==> src/rtl/counter_pkg.sv <==
// counter_pkg: shared state encoding and default parameters for the period detector.
package counter_pkg;
  typedef enum logic [1:0] {IDLE, MEASURE, LOCKED} period_state_t;
  localparam int DEF_N          = 2;
  localparam int DEF_LOCK_COUNT = 2;
endpackage

==> src/rtl/cycle_counter_ro.sv <==
// cycle_counter_ro: N-bit cycle counter, loads 1 on pulse, flags terminal count as timeout.
module cycle_counter_ro #(
  parameter int N = counter_pkg::DEF_N
) (
  input  logic         i_clk,
  input  logic         i_reset,
  input  logic         i_pulse,
  output logic [N-1:0] o_cnt,
  output logic         o_tc
);
  logic [N-1:0] r_cnt;
  always_ff @(posedge i_clk) begin
    if (i_reset) r_cnt <= '0;
    else         r_cnt <= i_pulse ? N'(1) : r_cnt + N'(1);
  end
  assign o_cnt = r_cnt;
  assign o_tc  = &r_cnt;
endmodule

==> src/rtl/period_detector_ro.sv <==
// period_detector_ro: measures pulse-train period, locks after LOCK_COUNT equal periods,
// then strobes valid per matching pulse and error on deviation or timeout.
module period_detector_ro
  import counter_pkg::*;
#(
  parameter int N          = DEF_N,
  parameter int LOCK_COUNT = DEF_LOCK_COUNT
) (
  input  logic         i_clk,
  input  logic         i_reset,
  input  logic         i_pulse,
  output logic [N-1:0] o_k,
  output logic         o_locked,
  output logic         o_period_valid,
  output logic         o_error
);
  localparam int MW = $clog2(LOCK_COUNT + 1);
  if (LOCK_COUNT < 1) begin : g_bad_lock_count
    $error("LOCK_COUNT must be >= 1");
  end
  period_state_t r_state, w_state;
  logic [N-1:0]  r_cand, w_cand, r_k, w_k, w_cnt;
  logic [MW-1:0] r_match, w_match;
  logic [MW:0]   w_match_inc;
  logic          r_locked, w_locked, r_valid, w_valid, r_error, w_error, w_tc;
  cycle_counter_ro #(.N(N)) u_cnt (
    .i_clk  (i_clk),
    .i_reset(i_reset),
    .i_pulse(i_pulse),
    .o_cnt  (w_cnt),
    .o_tc   (w_tc)
  );
  assign w_match_inc = {1'b0, r_match} + (MW+1)'(1);
  always_comb begin
    w_state  = r_state;
    w_cand   = r_cand;
    w_match  = r_match;
    w_k      = r_k;
    w_locked = r_locked;
    w_valid  = 1'b0;
    w_error  = 1'b0;
    case (r_state)
      IDLE: begin
        if (i_pulse) begin
          w_state = MEASURE;
          w_match = '0;
        end
      end
      MEASURE: begin
        if (i_pulse) begin
          w_cand = w_cnt;
          if (r_match == '0 || w_cnt == r_cand) begin
            w_match = w_match_inc[MW-1:0];
            if (w_match_inc >= (MW+1)'(LOCK_COUNT)) begin
              w_state  = LOCKED;
              w_k      = w_cnt;
              w_locked = 1'b1;
              w_valid  = 1'b1;
            end
          end else begin
            w_match = MW'(1);
          end
        end else if (w_tc) begin
          w_state = IDLE;
        end
      end
      LOCKED: begin
        if (i_pulse && w_cnt == r_k) begin
          w_valid = 1'b1;
        end else if (i_pulse) begin
          // the deviating period becomes the first candidate match
          w_error  = 1'b1;
          w_locked = 1'b0;
          w_state  = MEASURE;
          w_cand   = w_cnt;
          w_match  = MW'(1);
        end else if (w_tc) begin
          w_error  = 1'b1;
          w_locked = 1'b0;
          w_state  = IDLE;
        end
      end
      default: w_state = IDLE;
    endcase
  end
  always_ff @(posedge i_clk) begin
    if (i_reset) begin
      r_state  <= IDLE;
      r_cand   <= '0;
      r_match  <= '0;
      r_k      <= '0;
      r_locked <= 1'b0;
      r_valid  <= 1'b0;
      r_error  <= 1'b0;
    end else begin
      r_state  <= w_state;
      r_cand   <= w_cand;
      r_match  <= w_match;
      r_k      <= w_k;
      r_locked <= w_locked;
      r_valid  <= w_valid;
      r_error  <= w_error;
    end
  end
  assign o_k            = r_k;
  assign o_locked       = r_locked;
  assign o_period_valid = r_valid;
  assign o_error        = r_error;
endmodule

==> config.mk <==
export PLATFORM = sky130hd
export DESIGN_NAME = period_detector_ro
export DESIGN_NICKNAME = d
export VERILOG_FILES = /design/src/rtl/counter_pkg.sv /design/src/rtl/cycle_counter_ro.sv /design/src/rtl/period_detector_ro.sv
export SDC_FILE = /design/constraint.sdc
export NUM_CORES = 1
export LEC_CHECK = 0
export ABC_AREA = 1
export ABC_CLOCK_PERIOD_IN_PS = 1640
export BUFFER_PORTS_ARGS = -buffer_cell sky130_fd_sc_hd__buf_4
export CORE_MARGIN = 3
export CORE_UTILIZATION = 45
export DETAILED_ROUTE_END_ITERATION = 6
export GPL_ROUTABILITY_DRIVEN = 0
export SLEW_MARGIN = 20
export SYNTH_ARGS = -nofsm -noshare
export SYNTH_HDL_FRONTEND = slang
export SYNTH_SLANG_ARGS = --single-unit
==> constraint.sdc <==
create_clock -name i_clk -period 1.64 [get_ports i_clk]
set_input_delay 0.082 -clock i_clk [delete_from_list [all_inputs] [get_ports i_clk]]
set_output_delay 0.082 -clock i_clk [all_outputs]
set_load 0.005 [all_outputs]
After elaboration in Yosys (flattened, before gate mapping) --
Cells that the tools add are included.
Operators by class: add/subtract/negate cells 2, multipliers 0, divide/modulo/power cells 0, $lt $le $gt $ge 1, equal/unequal tests 13, shift operators 0, muxes and demuxes 31, bitwise operators 1, reductions and logical operators 14
Operator list (number):
- 2-bit two-way mux | 13
- 1-bit two-way mux | 13
- 2-bit inequality test (second input constant) | 6
- 2-bit case mux with 3 select lines | 2
- 4-bit AND reduction | 2
- 3-bit inequality test (second input constant) | 2
- 6-bit AND reduction | 1
- 5-bit AND reduction | 1
- 2-bit == test | 2
- 2-bit zero test | 2
- 1-bit case mux with 2 select lines | 2
- 2-bit case mux with 2 select lines | 1
- 2-bit AND reduction | 2
- 2-bit by 1-bit adder with 3-bit output (second input constant) | 1
- 3-bit by 2-bit >= comparator with 1-bit output (second input constant) | 1
- 3-bit by 2-bit inequality test with 1-bit output (second input constant) | 1
- 3-bit nonzero test | 1
- 3-bit OR reduction | 1
- 2-bit by 1-bit adder with 2-bit output (second input constant) | 1
- 2-bit by 1-bit == test with 1-bit output (second input constant) | 1
- 2-bit == test (second input constant) | 1
- 2-bit nonzero test | 1
- 2-bit OR reduction | 1
- 1-bit logical AND | 1
- other kinds (2) | 2
Word-level totals: register bits 13, bits in latches 0, RAM bits 0, memory bits (read-only) 0, output and inout port bits 5, logic and storage cells 71, memories 0

Logic depth before layout (Yosys ltp) --
depth after elaboration 6, mapped depth 11, gate-level depth less buffers 11

By module --
A second synthesis with hierarchy kept.
Unflattened totals: cells, all modules 115, area total of the unflattened synthesis 815.8 µm²
Modules (own cells, without submodules):
- period_detector_ro | instances 1, cells an instance 108, area an instance 744.5 µm², sequential area each 220.2 µm²
- cycle_counter_ro | instances 1, cells an instance 7, area an instance 71.3 µm², sequential area each 40.0 µm²

Least setup slack after synthesis --
Ideal clock, no wire load.
path kind reg-to-reg, from reg r_state[0], to reg r_match[0], arrival 1.336 ns, data required time 1.527 ns, path slack 0.191 ns, stages on the path, launching flop included 9, path buffers 0, cells stage by stage dfxtp_1 > inv_1 > ha_1 > inv_1 > nor2_1 > nor3_1 > nand2_2 > nor2_1 > nor2_1
Between the ends: longest elaborated chain between the ends 3, elaborated cells on any way between the ends 10
RTL lines:
- start, declared | RTL line period_detector_ro.sv:21 | period_state_t r_state, w_state;
- start signal, assigned | RTL line period_detector_ro.sv:96 | r_state <= w_state;
- 2-bit by 1-bit == test with 1-bit output (tied with other cells) | RTL line period_detector_ro.sv:42 | case (r_state)
- 2-bit inequality test (no line) or 3-bit nonzero test (tied branches)
- 5-bit AND reduction (no line)
- end signal, assigned | RTL line period_detector_ro.sv:98 | r_match <= w_match;
- end, declared | RTL line period_detector_ro.sv:23 | logic [MW-1:0] r_match, w_match;
Several ways; a longest one is shown, not always the timed one. A chain may end at the register's enable or synchronous reset.

Final worst setup path --
from reg r_state[1], to reg r_state[0]
Between the ends: longest elaborated chain between the ends 3, elaborated cells on any way between the ends 9
RTL lines (RTL line):
- 2-bit by 1-bit == test with 1-bit output (tied with other cells) | period_detector_ro.sv:42
- 3-bit inequality test (no line) or 2-bit inequality test (tied branches)
- 4-bit AND reduction (no line)
Several ways; a longest one is shown, not always the timed one.

==> impl_results.rst <==
.. list-table::
   :header-rows: 1

   * - Metric
     - Value
   * - Result of the run
     - finished clean
   * - Part of the cycle the worst path needs
     - 89.19%
   * - CTS max path bufs
     - 2
   * - Number of failing hold endpoints at the final stage
     - 0
   * - Synth top area cells
     - dfxtp_1, nand2_1, ha_1
   * - Worst-case vdd ir drop
     - 0.9341 mV
   * - WL per Instance
     - 10.08 um
   * - Vias per inst
     - 4.662
   * - Remaining routing DRC violations
     - 0
   * - Area overhead of the layout relative to synthesis
     - 16.82%
   * - Initial antenna violation count
     - 0
   * - Sum of negative setup slack
     - 0 ns
   * - Total iterations of the first detailed-routing run
     - 4
   * - Total power per unit cell area
     - 1579 nW/um^2
   * - WP depth
     - 10
   * - Biggest fanout along the worst timing path
     - 5
   * - H-tree depth
     - 1
   * - Floorplan die area
     - 2328 sq um
   * - CP required
     - 1.86 ns
   * - Startpoint of the worst register-to-register path
     - r_state[1]$_SDFFE_PP0P_
   * - Wire length of the first global-routing pass
     - 2711 um
   * - Number of warnings reported in the yosys synthesis log
     - 0
   * - Switching power as a share of total power
     - 44.39%
   * - CP Capture Point
     - r_state[0]$_SDFFE_PP0P_
   * - Top delay family on crit path
     - simple AND/OR/NAND/NOR gates
   * - Antenna Diode Count
     - 0
   * - Count of mapped cells out of synthesis
     - 120
   * - Total routing resource utilization after global routing
     - 17.00%
   * - Wirelength, routed
     - 1583 um
   * - Detailed-placement wirelength estimate
     - 1213 um
   * - Element type at the critical path end
     - flop
   * - WP data arrival
     - 1.69 ns
   * - Setup repair after global routing missed its margin
     - no
   * - Time the worst path needs with I/O delays and setup
     - 1.463 ns
   * - Worst-Margin Slew
     - 0.2882 ns
   * - Total design power
     - 1.482 mW
   * - Worst hold path class
     - in -> reg
   * - Vertical die dimension
     - 48.25 um
   * - End-of-flow core utilization
     - 58.87%
   * - Fillcell total
     - 164
   * - Maximum number of pins on one net before global-route repair
     - 11
   * - Final design area excluding fillers
     - 938.4 sq um
   * - Slowest cell delay on critical path
     - 0.36 ns
   * - Static Leakage
     - 0.4732 nW
   * - Clock latency at the later pin of the worst-skew pair
     - 0.28 ns
   * - Nets
     - 145
   * - Crit path launch
     - r_state[1]$_SDFFE_PP0P_
   * - Initial cell density of the core
     - 50.39%
   * - Ports
     - 8
   * - Placement Cell Area
     - 893.4 sq um
   * - Post-synth cell types
     - 21
   * - Maximum capacitance violations
     - 0
   * - Master of the slowest instance on the critical path
     - dfxtp_1
   * - Library cell appearing most often on the critical path
     - nor2_1
   * - Fraction of final layout cells sized beyond drive strength 1
     - 15.79%
   * - Max-slew violation total from the final report
     - 0
   * - Worst setup SP type
     - flop
   * - TritonCTS clock tree
     - done
   * - Die boundary width
     - 48.25 um
   * - Power share of the clock group
     - 14.2%
   * - Crit path buffers/inverters
     - 2
   * - Fmax
     - 683.7 MHz
   * - Total setup violations reported at the end of the flow
     - 0
   * - Destination of the worst register-to-register timing path
     - r_state[0]$_SDFFE_PP0P_
   * - Post-route non-filler standard cell count
     - 157
   * - First DRT Iteration DRCs
     - 14
   * - Critical path type
     - reg -> reg
   * - Most area-hungry cell type in the Yosys netlist
     - dfxtp_1
   * - Root buffer cell
     - clkbuf_4
   * - Clock sink total
     - 13
   * - Cells on worst reg2reg path
     - 10
   * - Internal cell power
     - 0.8242 mW
   * - Detailed-route via count
     - 732
   * - Relative slew margins
     - 80.67%
   * - P_sw
     - 0.6579 mW
   * - Port bufs
     - 7
   * - Mean area per synthesized cell
     - 6.694 sq um
   * - Netlist area before placement
     - 803.3 sq um
   * - Share of power burned in registers
     - 31.5%
   * - Vias in the first global route
     - 604
   * - Combinational share of power
     - 54.2%
   * - Worst-case clock skew
     - 0.006734 ns
   * - Worst-path clk slew
     - 0.09 ns
   * - Count of state elements after synthesis
     - 13
   * - Remaining antenna violation count
     - 0
   * - Mapped Nets
     - 131
   * - Cells along the critical path
     - inv_1 -> ha_1 -> inv_1 -> nor2_1 -> nor2_1 -> o21bai_1 -> nand2_1 -> nand3_1 -> nand2_1 -> nor2_1
   * - Cell count after placement
     - 152
   * - Total congestion overflow after global routing
     - 0
   * - Std-Cell Core Area
     - 1594 sq um
   * - Sequential area share after synthesis
     - 32.40%
   * - Share of the synthesized area in the top cell type
     - 32.40%
   * - Std-Cell Rows
     - 14
   * - Flop-to-flop setup slack
     - 0.18 ns
   * - Total CTS buffers
     - 3
[kinds of logic (layout without fill, tap and decap cells)]
kind of cell | Yosys count | in the layout | synth area share [%]
xor+xnor | 1 | 1 | 1.091
compound gates | 16 | 16 | 11.22
flops | 13 | 13 | 32.40
simple gates | 61 | 61 | 32.55
fa+ha+maj | 8 | 8 | 12.46
buf+inv | 21 | 34 | 10.28
[through the flow]
step                hold slack (ns)  setup slack (ns)
floorplan                    0.1511            0.1909
global placement             0.2713            0.1187
detailed placement           0.2771           0.06409
CTS                         0.03155           0.04962
global route                0.05245          0.004949
finish                      0.04229            0.1773
[worst min-delay path by stage]
stage / startpoint / to / cells past startpoint
5_1_grt: i_pulse / u_cnt.o_cnt[1]$_SDFF_PP0_ / 2
3_5_place_dp: i_reset / o_k[1]$_SDFFE_PP0P_ / 2
4_1_cts: i_pulse / u_cnt.o_cnt[1]$_SDFF_PP0_ / 2
6_report: i_pulse / u_cnt.o_cnt[1]$_SDFF_PP0_ / 2
3_3_place_gp: i_reset / o_k[1]$_SDFFE_PP0P_ / 2
2_1_floorplan: i_reset / o_k[0]$_SDFFE_PP0P_ / 1
[synthesized netlist by cell type, drive strengths merged]
cell type	number
nand2	35
inv	19
nor2	16
dfxtp	13
a21oi	9
ha	8
nand3	8
o21ai	3
a221oi	1
a31oi	1
buf	1
clkinv	1
nand4	1
nor3	1
o211ai	1
o21bai	1
xnor2	1
[layout by cell type, fill, tap and decap left out]
cell           instances
nand2_2                2
dlygate4sd3_1          1
buf_4                  9
o211ai_1               1
nand4_2                1
nand3_1                7
nor2_2                 2
ha_1                   8
inv_1                 18
clkinv_1               1
nand2_1               33
xnor2_1                1
o21ai_0                3
inv_2                  1
nand3_2                1
a221oi_1               1
dfxtp_2                1
a21oi_1                9
dfxtp_1               12
o21bai_1               1
a31oi_1                1
nor2_1                14
clkbuf_4               3
clkbuf_1               1
nor3_2                 1
[power by group through the flow]
stage          Combinational (mW)  Clock (mW)  Sequential, mW
4_1_cts                     0.786       0.217           0.465
3_3_place_gp                0.776           0           0.471
6_report                    0.804       0.211           0.467
2_1_floorplan               0.604           0           0.460
3_5_place_dp                0.778           0           0.474
5_1_grt                     0.948       0.225           0.479
[registers in the layout, summed over array words and instances (netlist names)]
name            count
o_k                 2
r_cand              2
r_match             2
r_state             2
u_cnt.o_cnt         2
o_error             1
o_locked            1
o_period_valid      1
[layout make-up]
| cell class | instances | area (sq um) | share of cell area [%] |
|---|---|---|---|
| Sequential cell | 13 | 261.5 | 27.87 |
| Clock buffer | 4 | 26.28 | 2.800 |
| Timing Repair Buffer | 10 | 77.57 | 8.267 |
| Multi-Input combinational cell | 86 | 467.9 | 49.87 |
| Inverter | 20 | 75.07 | 8.000 |
| Tap cell | 24 | 30.03 | 3.200 |
[per-layer routing]
metal  vias up  track usage, %  wire length [um]
met5         -               0                 0
met4         0           8.065                21
met3         2           3.321                58
met2        12           22.14               665
met1       314           25.99               838
li1        404               -                 -
[what timing repair did]
item	CTS	global route
endpoints found under the hold margin	3	0
setup buffers	0	0
gates resized for setup	0	3
endpoints found under the setup margin	0	3
hold buffers	1	0
(Power assumes the default switching activity.)
